### src/rtl/seq_detect_param.sv
// Serial pattern detector with a run-time reloadable pattern and a saturating match counter.
// Overlapping vs. non-overlapping detection is fixed by the OVERLAP parameter.
module seq_detect_param #(
  parameter int               PAT_W   = 3,
  parameter logic [PAT_W-1:0] PATTERN = 3'b010,
  parameter int               CNT_W   = 10,
  parameter bit               OVERLAP = 1'b1
) (
  input  logic             clk,
  input  logic             rst,
  input  logic             en,
  input  logic             x,
  input  logic             pat_we,
  input  logic [PAT_W-1:0] pat_wdata,
  input  logic             cnt_clr,
  output logic             y,
  output logic [CNT_W-1:0] count,
  output logic             sat
);

  localparam int               FILL_W   = $clog2(PAT_W);
  localparam logic [FILL_W-1:0] FILL_MAX = FILL_W'(PAT_W - 1);
  localparam logic [CNT_W-1:0]  CNT_MAX  = '1;

  logic [PAT_W-2:0]  hist_q, hist_d;
  logic [FILL_W-1:0] fill_q, fill_d;
  logic [PAT_W-1:0]  pat_q, pat_d;
  logic [CNT_W-1:0]  cnt_q, cnt_d;
  logic              y_q, y_d;
  logic [PAT_W-1:0]  word;
  logic              match;

  always_comb begin
    hist_d = hist_q;
    fill_d = fill_q;
    pat_d  = pat_q;
    cnt_d  = cnt_q;
    y_d    = 1'b0;
    match  = 1'b0;
    word   = {hist_q, x};
    if (pat_we) begin
      // Reload wins over en: the bit on this edge is dropped and history restarts.
      pat_d  = pat_wdata;
      hist_d = '0;
      fill_d = '0;
    end else if (en) begin
      match  = (fill_q == FILL_MAX) && (word == pat_q);
      hist_d = word[PAT_W-2:0];
      if (fill_q != FILL_MAX) fill_d = fill_q + FILL_W'(1);
      if (match) begin
        y_d = 1'b1;
        if (!OVERLAP) fill_d = '0;
      end
    end
    if (cnt_clr)                        cnt_d = '0;
    else if (match && cnt_q != CNT_MAX) cnt_d = cnt_q + CNT_W'(1);
  end

  always_ff @(posedge clk or posedge rst) begin
    if (rst) begin
      hist_q <= '0;
      fill_q <= '0;
      pat_q  <= PATTERN;
      cnt_q  <= '0;
      y_q    <= 1'b0;
    end else begin
      hist_q <= hist_d;
      fill_q <= fill_d;
      pat_q  <= pat_d;
      cnt_q  <= cnt_d;
      y_q    <= y_d;
    end
  end

  assign y     = y_q;
  assign count = cnt_q;
  assign sat   = (cnt_q == CNT_MAX);

endmodule

### config.mk
export PLATFORM = sky130hd
export DESIGN_NAME = seq_detect_param
export DESIGN_NICKNAME = d
export VERILOG_FILES = /design/src/rtl/seq_detect_param.sv
export SDC_FILE = /design/constraint.sdc
export NUM_CORES = 1
export LEC_CHECK = 0
export CAP_MARGIN = 10
export CORE_MARGIN = 4
export CORE_UTILIZATION = 25
export CTS_CLUSTER_SIZE = 12
export DETAILED_ROUTE_END_ITERATION = 16
export MAX_ROUTING_LAYER = met4
export PLACE_DENSITY = 0.42
export SYNTH_ARGS = -nofsm -noshare
export SYNTH_HDL_FRONTEND = slang
export SYNTH_SLANG_ARGS = --single-unit
### constraint.sdc
create_clock -name clk -period 3.5 [get_ports clk]
set_input_delay 0.35 -clock clk [delete_from_list [all_inputs] [get_ports clk]]
set_output_delay 0.35 -clock clk [all_outputs]
set_load 0.01 [all_outputs]
# Word-level counts from Yosys, hierarchy flattened
# Index checks and enable logic that the tools add are counted.
[totals] out_inout_bits=12 register_bits=18 input_bits=9 word_cells=30
[op_classes] n_addsub=2 n_reduce_logical=6 eq_ne=5 mux=12
[ops] op="$mux W10" count=2
[ops] op="$add A10 B1 Y10 const B" count=1
[ops] op="$eq A10 B10 Y1 const B" count=1
[ops] op="$mux W2" count=5
[ops] op="$ne A10 B10 Y1 const B" count=1
[ops] op="$reduce_bool A2 Y1" count=3
[ops] op="$mux W1" count=5
[ops] op="$eq A3 B3 Y1" count=1
[ops] op="$add A2 B1 Y2 const B" count=1
[ops] op="$eq A2 B2 Y1 const B" count=1
[ops] op="$logic_and A1 B1 Y1" count=2
[ops] op="$ne A2 B2 Y1 const B" count=1
[ops] op="$reduce_and A2 Y1" count=1

# Depth between registers and ports, before layout
# Gate-level depths: netlist (run 1).
[depth] ltp_word=7 mapped_depth=8 mapped_depth_nobuf=7

# Least setup slack after synthesis (run 1)
# OpenSTA, ideal clock, no wires.
[synth_path] path_kind="reg2reg" from="register cnt_q[0], in the netlist count[0]" to="register cnt_q[5], in the netlist count[5]" setup_time_ns=0.125 n_path_buf=0 required_ns=3.375 t_arrival_ns=1.686 stages_incl_launch_ff=7 period_less_slack_ns=1.810 slack_ns=1.690 cell_sequence="dfrtp_1 > ha_1 > and2_2 > nand4_2 > inv_2 > nor4b_1 > mux2_2"
[synth_via] elab_chain_len=3 word_cells_on_any_way=6 classes_between="1 x add/sub; 1 x eq/ne; 2 x mux; 2 x reduce/logical"
[synth_rtl] item="start: declaration" line_no="28" rtl="logic [CNT_W-1:0] cnt_q, cnt_d;"
[synth_rtl] item="start signal: assignment" line_no="70" rtl="cnt_q <= cnt_d;"
[synth_rtl] item="$add A10 B1 Y10 / $ne A10 B10 Y1 (equally long branches)" line_no="56" rtl="else if (match && cnt_q != CNT_MAX) cnt_d = cnt_q + CNT_W'(1);"
[synth_rtl] item="$mux W10 / $logic_and A1 B1 Y1 (equally long branches)" line_no="56"
[synth_rtl] item="$mux W10 / $reduce_bool A2 Y1 (equally long branches)"
# Parallel ways exist; a longest one is shown, timed or not. The select of a mux whose other input is x is not followed.
# A chain may end at the register's enable or synchronous reset.

# Worst setup path in the final report (run 1)
[layout_path] from="register cnt_q[0], in the netlist count[0]" to="output sat"
[layout_via] elab_chain_len=1
[layout_rtl] item="$eq A10 B10 Y1" line_no="77" rtl="assign sat = (cnt_q == CNT_MAX);"
[layout_rtl] item="end: declaration" line_no="18" rtl="output logic sat"
# Every way passes these cells.

==> metrics.md, run 1 <==
| Metric | Value |
|---|---|
| Critical Path Fanout Max | `17` |
| Area of the core | `3720 um^2` |
| Cell Chain, Critical Path | `ha_1 > and2_2 > nand4_2 > inv_2 > clkdlybuf4s50_1` |
| Die Y | `70.6 um` |
| Sw Share | `21.9%` |
| Period utilization | `67.7%` |
| Number of flops mapped to enable cells by yosys | `0` |
| Initial Util | `26.4%` |
| Synthesized cell area | `980 um^2` |
| Status | `complete, no violations` |
| Layout cell share with drive strength beyond 1 | `16.2%` |
| Top delay family on crit path | `buffers and inverters` |
| Post-Synth Adder-Cell Area | `2.55%` |
| Clk pwr share | `39.2%` |
| CTS Buf Count | `3` |
| First-pass GRT wire length | `3480 um` |
| Unrepaired setup endpoints after global routing | `no` |
| Achievable Freq | `0.422 GHz` |
| Post-cts gate resize count | `0` |
| P_int | `337 uW` |
| Max-cap viol count | `0` |
| Fin Clk Skew | `0.00250 ns` |
| Ports | `21` |
| Power Dens Cells | `346 nW/um^2` |
| Design Area, Final | `1250 um^2` |
| GP Congestion | `0.719` |
| Layout area overhead | `27.3%` |
| Synth top area cells | `dfrtp_1, mux2_2, a21oi_1` |
| Post-synth top area cell | `dfrtp_1` |
| CP arrival | `2.02 ns` |
| 1st-iter DRT viols | `17` |
| Hold WS | `0.526 ns` |
| Vias per std cell | `4.61` |
| Grt ovf | `0` |
| Util after Layout | `33.6%` |
| Post-DRT Antenna Nets | `0` |
| Reg clk slew, reported paths | `0.07 ns` |
| Syn Inst Count | `91` |
| Clock latency on the worst-skew pair | `0.25 ns` |
| Drt first pass iters | `4` |
| Proportion of power drawn by flip-flops and latches | `51.2%` |
| Avg Cell Area, Syn | `10.8 um^2` |
| Synth cell types | `31` |
| Min cycle time layout | `2.37 ns` |
| # DRC | `0` |
| Post-synthesis xor/xnor area fraction | `3.58%` |
| Clock Path Buffers | `2` |
| Setup TNS | `0 ns` |
| Die area | `4980 um^2` |
| Row count | `22` |
| Final Slew Violations | `0` |
| Worst VDD drop | `0.0851 mV` |
| Slew margin rel. | `50.8%` |
| Post-synthesis simple-gate area fraction | `23.0%` |
| Critical path required time | `3.15 ns` |
| DP Area | `1190 um^2` |
| Logic pwr share | `9.7%` |
| Crit. End Element | `primary output` |
| WP buf/inv | `2` |
| CP startpoint kind | `flop` |
| Commonest register cell after synthesis | `dfrtp_1` |
| H-Tree Depth | `1` |
| CP max stage delay | `0.59 ns` |
| Critical setup path kind | `flop to primary output` |
| Slew of the pin with the lowest slew margin | `0.737 ns` |
| Most frequent cells in the layout | `clkdlybuf4s50_1, dfrtp_1, a21oi_1, nor2_1, o31ai_1` |
| Routed WL per cell | `12.5 um` |
| Port Buffer Count | `20` |
| Synth Area in Compound Gates | `10.2%` |
| Post CTS Setup Buffer Count | `0` |
| Switch Pwr | `94.6 uW` |
| CTS Sinks | `18` |
| CTS tree | `built` |
| Multiplexer share of the synthesized area | `7.79%` |
| CTS Hold Bufs | `0` |
| Die width | `70.6 um` |
| Min-delay worst type | `input port to async pin` |
| Synth Warn # | `0` |
| Root buffer cell | `clkbuf_8` |
| Final hold viol count | `0` |
| Vias in the first global route | `753` |
| Synth Net Count | `102` |
| Asr flop ratio synth | `100%` |
| Largest family of logic cells by synthesized area | `simple AND/OR/NAND/NOR gates` |
| Largest net degree at the start of global routing | `19` |
| Synth top area share | `43.4%` |
| Antenna violations before repair | `0` |
| Overall power | `432 uW` |
| Routed wire length | `1990 um` |
| Static Leak | `0.000509 uW` |
| Routed vias | `733` |
| CP max stage cell | `clkdlybuf4s50_1` |
| Seq/Total Area, Yosys | `46.1%` |
| Tot GR Track Use | `9.07%` |
| Final Setup Violations | `0` |
| Final net count | `123` |
| Commonest non-fill, non-tap cell in the layout | `clkdlybuf4s50_1` |
| Antenna Cells | `0` |
| Yosys reg bits | `18` |
==> routing by layer <==
layer / GRT usage [%] / up-vias / part of all wire [%]
li1: - / 371 / -
met1: 11.8 / 352 / 50
met2: 13.9 / 8 / 46
met3: 1.70 / 2 / 3.0
met4: 3.76 / 0 / 0.90
met5: - / - / 0
==> cell families (layout without fill, tap and decap cells) <==
kind of cell,count (synthesis),in the layout
AO/OA/AOI/OAI,17,17
XOR/XNOR,4,4
adder cells (fa/ha/maj),2,2
buffers and inverters,9,29
flip-flops,18,18
multiplexers,7,7
AND/OR/NAND/NOR,34,34
==> synthesized netlist by cell type (all sizes together), types with 2 or more instances <==
master   n
a21oi    9
and2     2
clkbuf   2
dfrtp   17
ha       2
inv      5
mux2     5
mux2i    2
nand2    2
nand3    4
nand4    4
nor2     7
nor2b    2
o21ai    2
o31ai    6
or3      2
or4      5
xnor2    4
==> sequential cells by signal, summed over array words and instances (netlist names) <==
register / count
fill_q: 2
hist_q: 2
y: 1
count: 10
pat_q: 3
==> cell type report <==
| type | count | area, um^2 |
|---|---|---|
| clock buffer | 4 | 55.1 |
| fill | 392 | 2470 |
| inverter | 5 | 18.8 |
| multi-input combinational | 64 | 462 |
| sequential | 18 | 452 |
| tap | 48 | 60.1 |
| timing repair buffer | 20 | 200 |
==> metrics by stage <==
stage               cells  setup WS (ns)
floorplan              91           1.69
global placement      155           1.20
detailed placement    155           1.16
CTS                   159           1.09
global route          159          0.995
finish                159           1.13
==> power groups by stage <==
stage,logic (uW),clock network (uW),registers [uW]
after floorplan,29.7,0,224
after global placement,43.5,0,225
after detailed placement,43.0,0,225
after CTS,42.8,181,221
after global routing,47.8,189,222
final,41.7,169,221
==> final timing paths <==
check | end | cells past startpoint | slack (ns) | startpoint
max | sat | 5 | 1.13 | count[0]
min | fill_q[1] | 2 | 0.53 | rst
max reg2reg | count[5] | 6 | 1.54 | count[0]
min reg2reg | pat_q[0] | 1 | 0.54 | pat_q[0]
max in group asynchronous | count[1] | 2 | 2.51 | rst
min in group clk | pat_q[0] | 1 | 0.54 | pat_q[0]
Power figures use the tool's default switching activity.
==> inputs of run 2 (changes only) <==
Settings changed: PLACE_DENSITY 0.42 to 0.44.
Clock period 3.5 ns to 2.15 ns, I/O delays scaled along.
==> run 2 against run 1 <==
Clock-buffer cell count unchanged. Die area is the same. Register-to-register slack lost 1.4 ns. Critical path depth decreased by 1. Non-clock buffer count rose by 12. Power increased by 66%. Global-route usage up 1.1 points. Largest power group unchanged. Highest routed layer unchanged.
==> metrics.md, run 2 (synthesized netlist as in run 1, its figures left out) <==
| Metric | Value |
|---|---|
| Layout cell share with drive strength beyond 1 | `24.4% (+8.2 points)` |
| Final Setup Violations | `0 (unchanged)` |
| Finished Layout Cells | `171 (+7.5%)` |
| Grt ovf | `0 (unchanged)` |
| Reg clk slew, reported paths | `0.07 ns (about the same)` |
| Drt first pass iters | `4 (unchanged)` |
| Die area | `4980 um^2 (unchanged)` |
| Port Buffer Count | `20 (unchanged)` |
| Final Slew Violations | `0 (unchanged)` |
| 1st-iter DRT viols | `31 (+14)` |
| CP startpoint kind | `flop` |
| FF-to-FF path depth | `7 (+1)` |
| Overall power | `717 uW (+66%)` |
| CP arrival | `1.83 ns (-0.19 ns)` |
| Routed wire length | `2320 um (+17%)` |
| Flop2flop setup slack | `0.19 ns (-1.35 ns)` |
| Routed vias | `788 (+7.5%)` |
| Min-delay worst type | `input port to async pin` |
| First-pass GRT wire length | `3930 um (+13%)` |
| Crit. End Element | `primary output` |
| Vias in the first global route | `815 (+8.2%)` |
| Worst slack at placement | `0.0931 ns (-1.07 ns)` |
| Clock latency on the worst-skew pair | `0.25 ns (about the same)` |
| Routed WL per cell | `13.6 um (+8.4%)` |
| Final hold viol count | `0 (unchanged)` |
| Hpwl dp | `1670 um` |
| Initial Util | `26.4% (unchanged)` |
| Fin Clk Skew | `0.000764 ns (-0.00174 ns)` |
| Die width | `70.6 um (unchanged)` |
| Root buffer cell | `clkbuf_8` |
| Vias per std cell | `4.61 (about the same)` |
| Area of the core | `3720 um^2 (unchanged)` |
| # DRC | `0 (unchanged)` |
| Critical setup path kind | `flop to primary output` |
| Fill count | `385 (-1.8%)` |
| Power Dens Cells | `534 nW/um^2 (+54%)` |
| Layout area overhead | `37.0%` |
| Most frequent cells in the layout | `clkdlybuf4s50_1, dfrtp_1, buf_4, a21oi_1, nor2_1` |
| Static Leak | `0.000570 uW (+12%)` |
| Ports | `21 (unchanged)` |
| Setup TNS | `0 ns (unchanged)` |
| CTS Sinks | `18 (unchanged)` |
| Final net count | `135 (+9.8%)` |
| Commonest non-fill, non-tap cell in the layout | `clkdlybuf4s50_1` |
| Cell Chain, Critical Path | `and4_1 > nand4_2 > clkinv_4 > clkdlybuf4s50_1` |
| Critical path required time | `1.93 ns (-1.22 ns)` |
| Antenna violations before repair | `0 (unchanged)` |
| Status | `complete, no violations` |
| Slew of the pin with the lowest slew margin | `0.732 ns (-0.00463 ns)` |
| R2r endpoint | `count[3]` |
| Antenna Cells | `0 (unchanged)` |
| CTS tree | `built` |
| Clock Path Buffers | `2 (unchanged)` |
| Period utilization | `94.9%` |
| Tot GR Track Use | `10.1% (+1.1 points)` |
| CTS Buf Count | `3 (unchanged)` |
| Achievable Freq | `0.490 GHz` |
| Crit Reg-Reg Startpoint | `count[0]` |
| CP max stage cell | `clkdlybuf4s50_1` |
| Unrepaired setup endpoints after global routing | `no` |
| Critical Path Fanout Max | `11 (-6)` |
| Fin worst setup slack | `0.109 ns (-1.02 ns)` |
| GP Congestion | `0.771 (+7.3%)` |
| Largest net degree at the start of global routing | `19 (unchanged)` |
| H-Tree Depth | `1 (unchanged)` |
| CTS Hold Bufs | `0 (unchanged)` |
| Worst VDD drop | `0.134 mV (+57%)` |
| Max-cap viol count | `0 (unchanged)` |
| Slew margin rel. | `51.1% (+0.31 points)` |
| Number of flip-flops in the largest register | `10 (unchanged)` |
| Min cycle time layout | `2.04 ns` |
| Die Y | `70.6 um (unchanged)` |
| Row count | `22 (unchanged)` |
| Post-DRT Antenna Nets | `0 (unchanged)` |
| Util after Layout | `36.1% (+2.6 points)` |
| CP max stage delay | `0.54 ns (-0.05 ns)` |
| Placed cell count | `162 (+4.5%)` |
==> run 2: what timing repair did <==
action,in CTS,in global routing
setup endpoints to repair,1,1
pin swaps,0,0
gates resized for setup,1,1
setup buffers,0,5
cloned,0,0
==> run 2: power breakdown <==
group	leakage [uW]	switching, uW	internal (uW)
clock network	0.0000288	122	163
logic	0.000300	35.6	37.5
registers	0.000241	7.39	352
total	0.000570	165	552
==> run 2: cell type report <==
type / count / area (um^2) / area share (%)
sequential: 18 / 452 / 33.6
timing repair buffer: 32 / 290 / 21.6
inverter: 5 / 23.8 / 1.77
tap: 48 / 60.1 / 4.47
clock buffer: 4 / 55.1 / 4.10
multi-input combinational: 64 / 462 / 34.4
==> run 2: how the worst max path moves through the flow <==
stage                  start  endpoint  slack (ns)  cells past startpoint
global placement           x  count[5]        0.19                      5
finish              count[5]       sat        0.11                      4
floorplan           count[0]  count[5]        0.34                      6
global route        count[1]       sat       0.007                      5
detailed placement         x  count[5]        0.09                      5
CTS                 count[5]       sat       0.008                      4
==> run 2: metrics by stage <==
stage	area (um^2)	hold WS, ns
after floorplan	980	0.153
final	1340	0.390
after detailed placement	1240	0.517
after global placement	1240	0.501
after CTS	1300	0.424
after global routing	1340	0.477
==> run 2: per-layer routing <==
layer | wire, um | share of wire [%] | global-route usage [%]
met1 | 1200 | 52 | 13.8
met2 | 1050 | 45 | 15.1
met3 | 53 | 2.3 | 1.85
met4 | 17 | 0.73 | 3.76
met5 | 0 | 0 | -
==> run 2: critical path: cells and delay by family, from the launching register on <==
kind / cells / cell delay (ns)
flip-flops: 1 / 0.43
AND/OR/NAND/NOR: 2 / 0.47
buffers and inverters: 2 / 0.67
==> inputs of run 3 (changes only) <==
Settings changed: TNS_END_PERCENT set to 1.
==> results of run 3 <==
Final layout, timing and power as in run 2 (identical DEF).
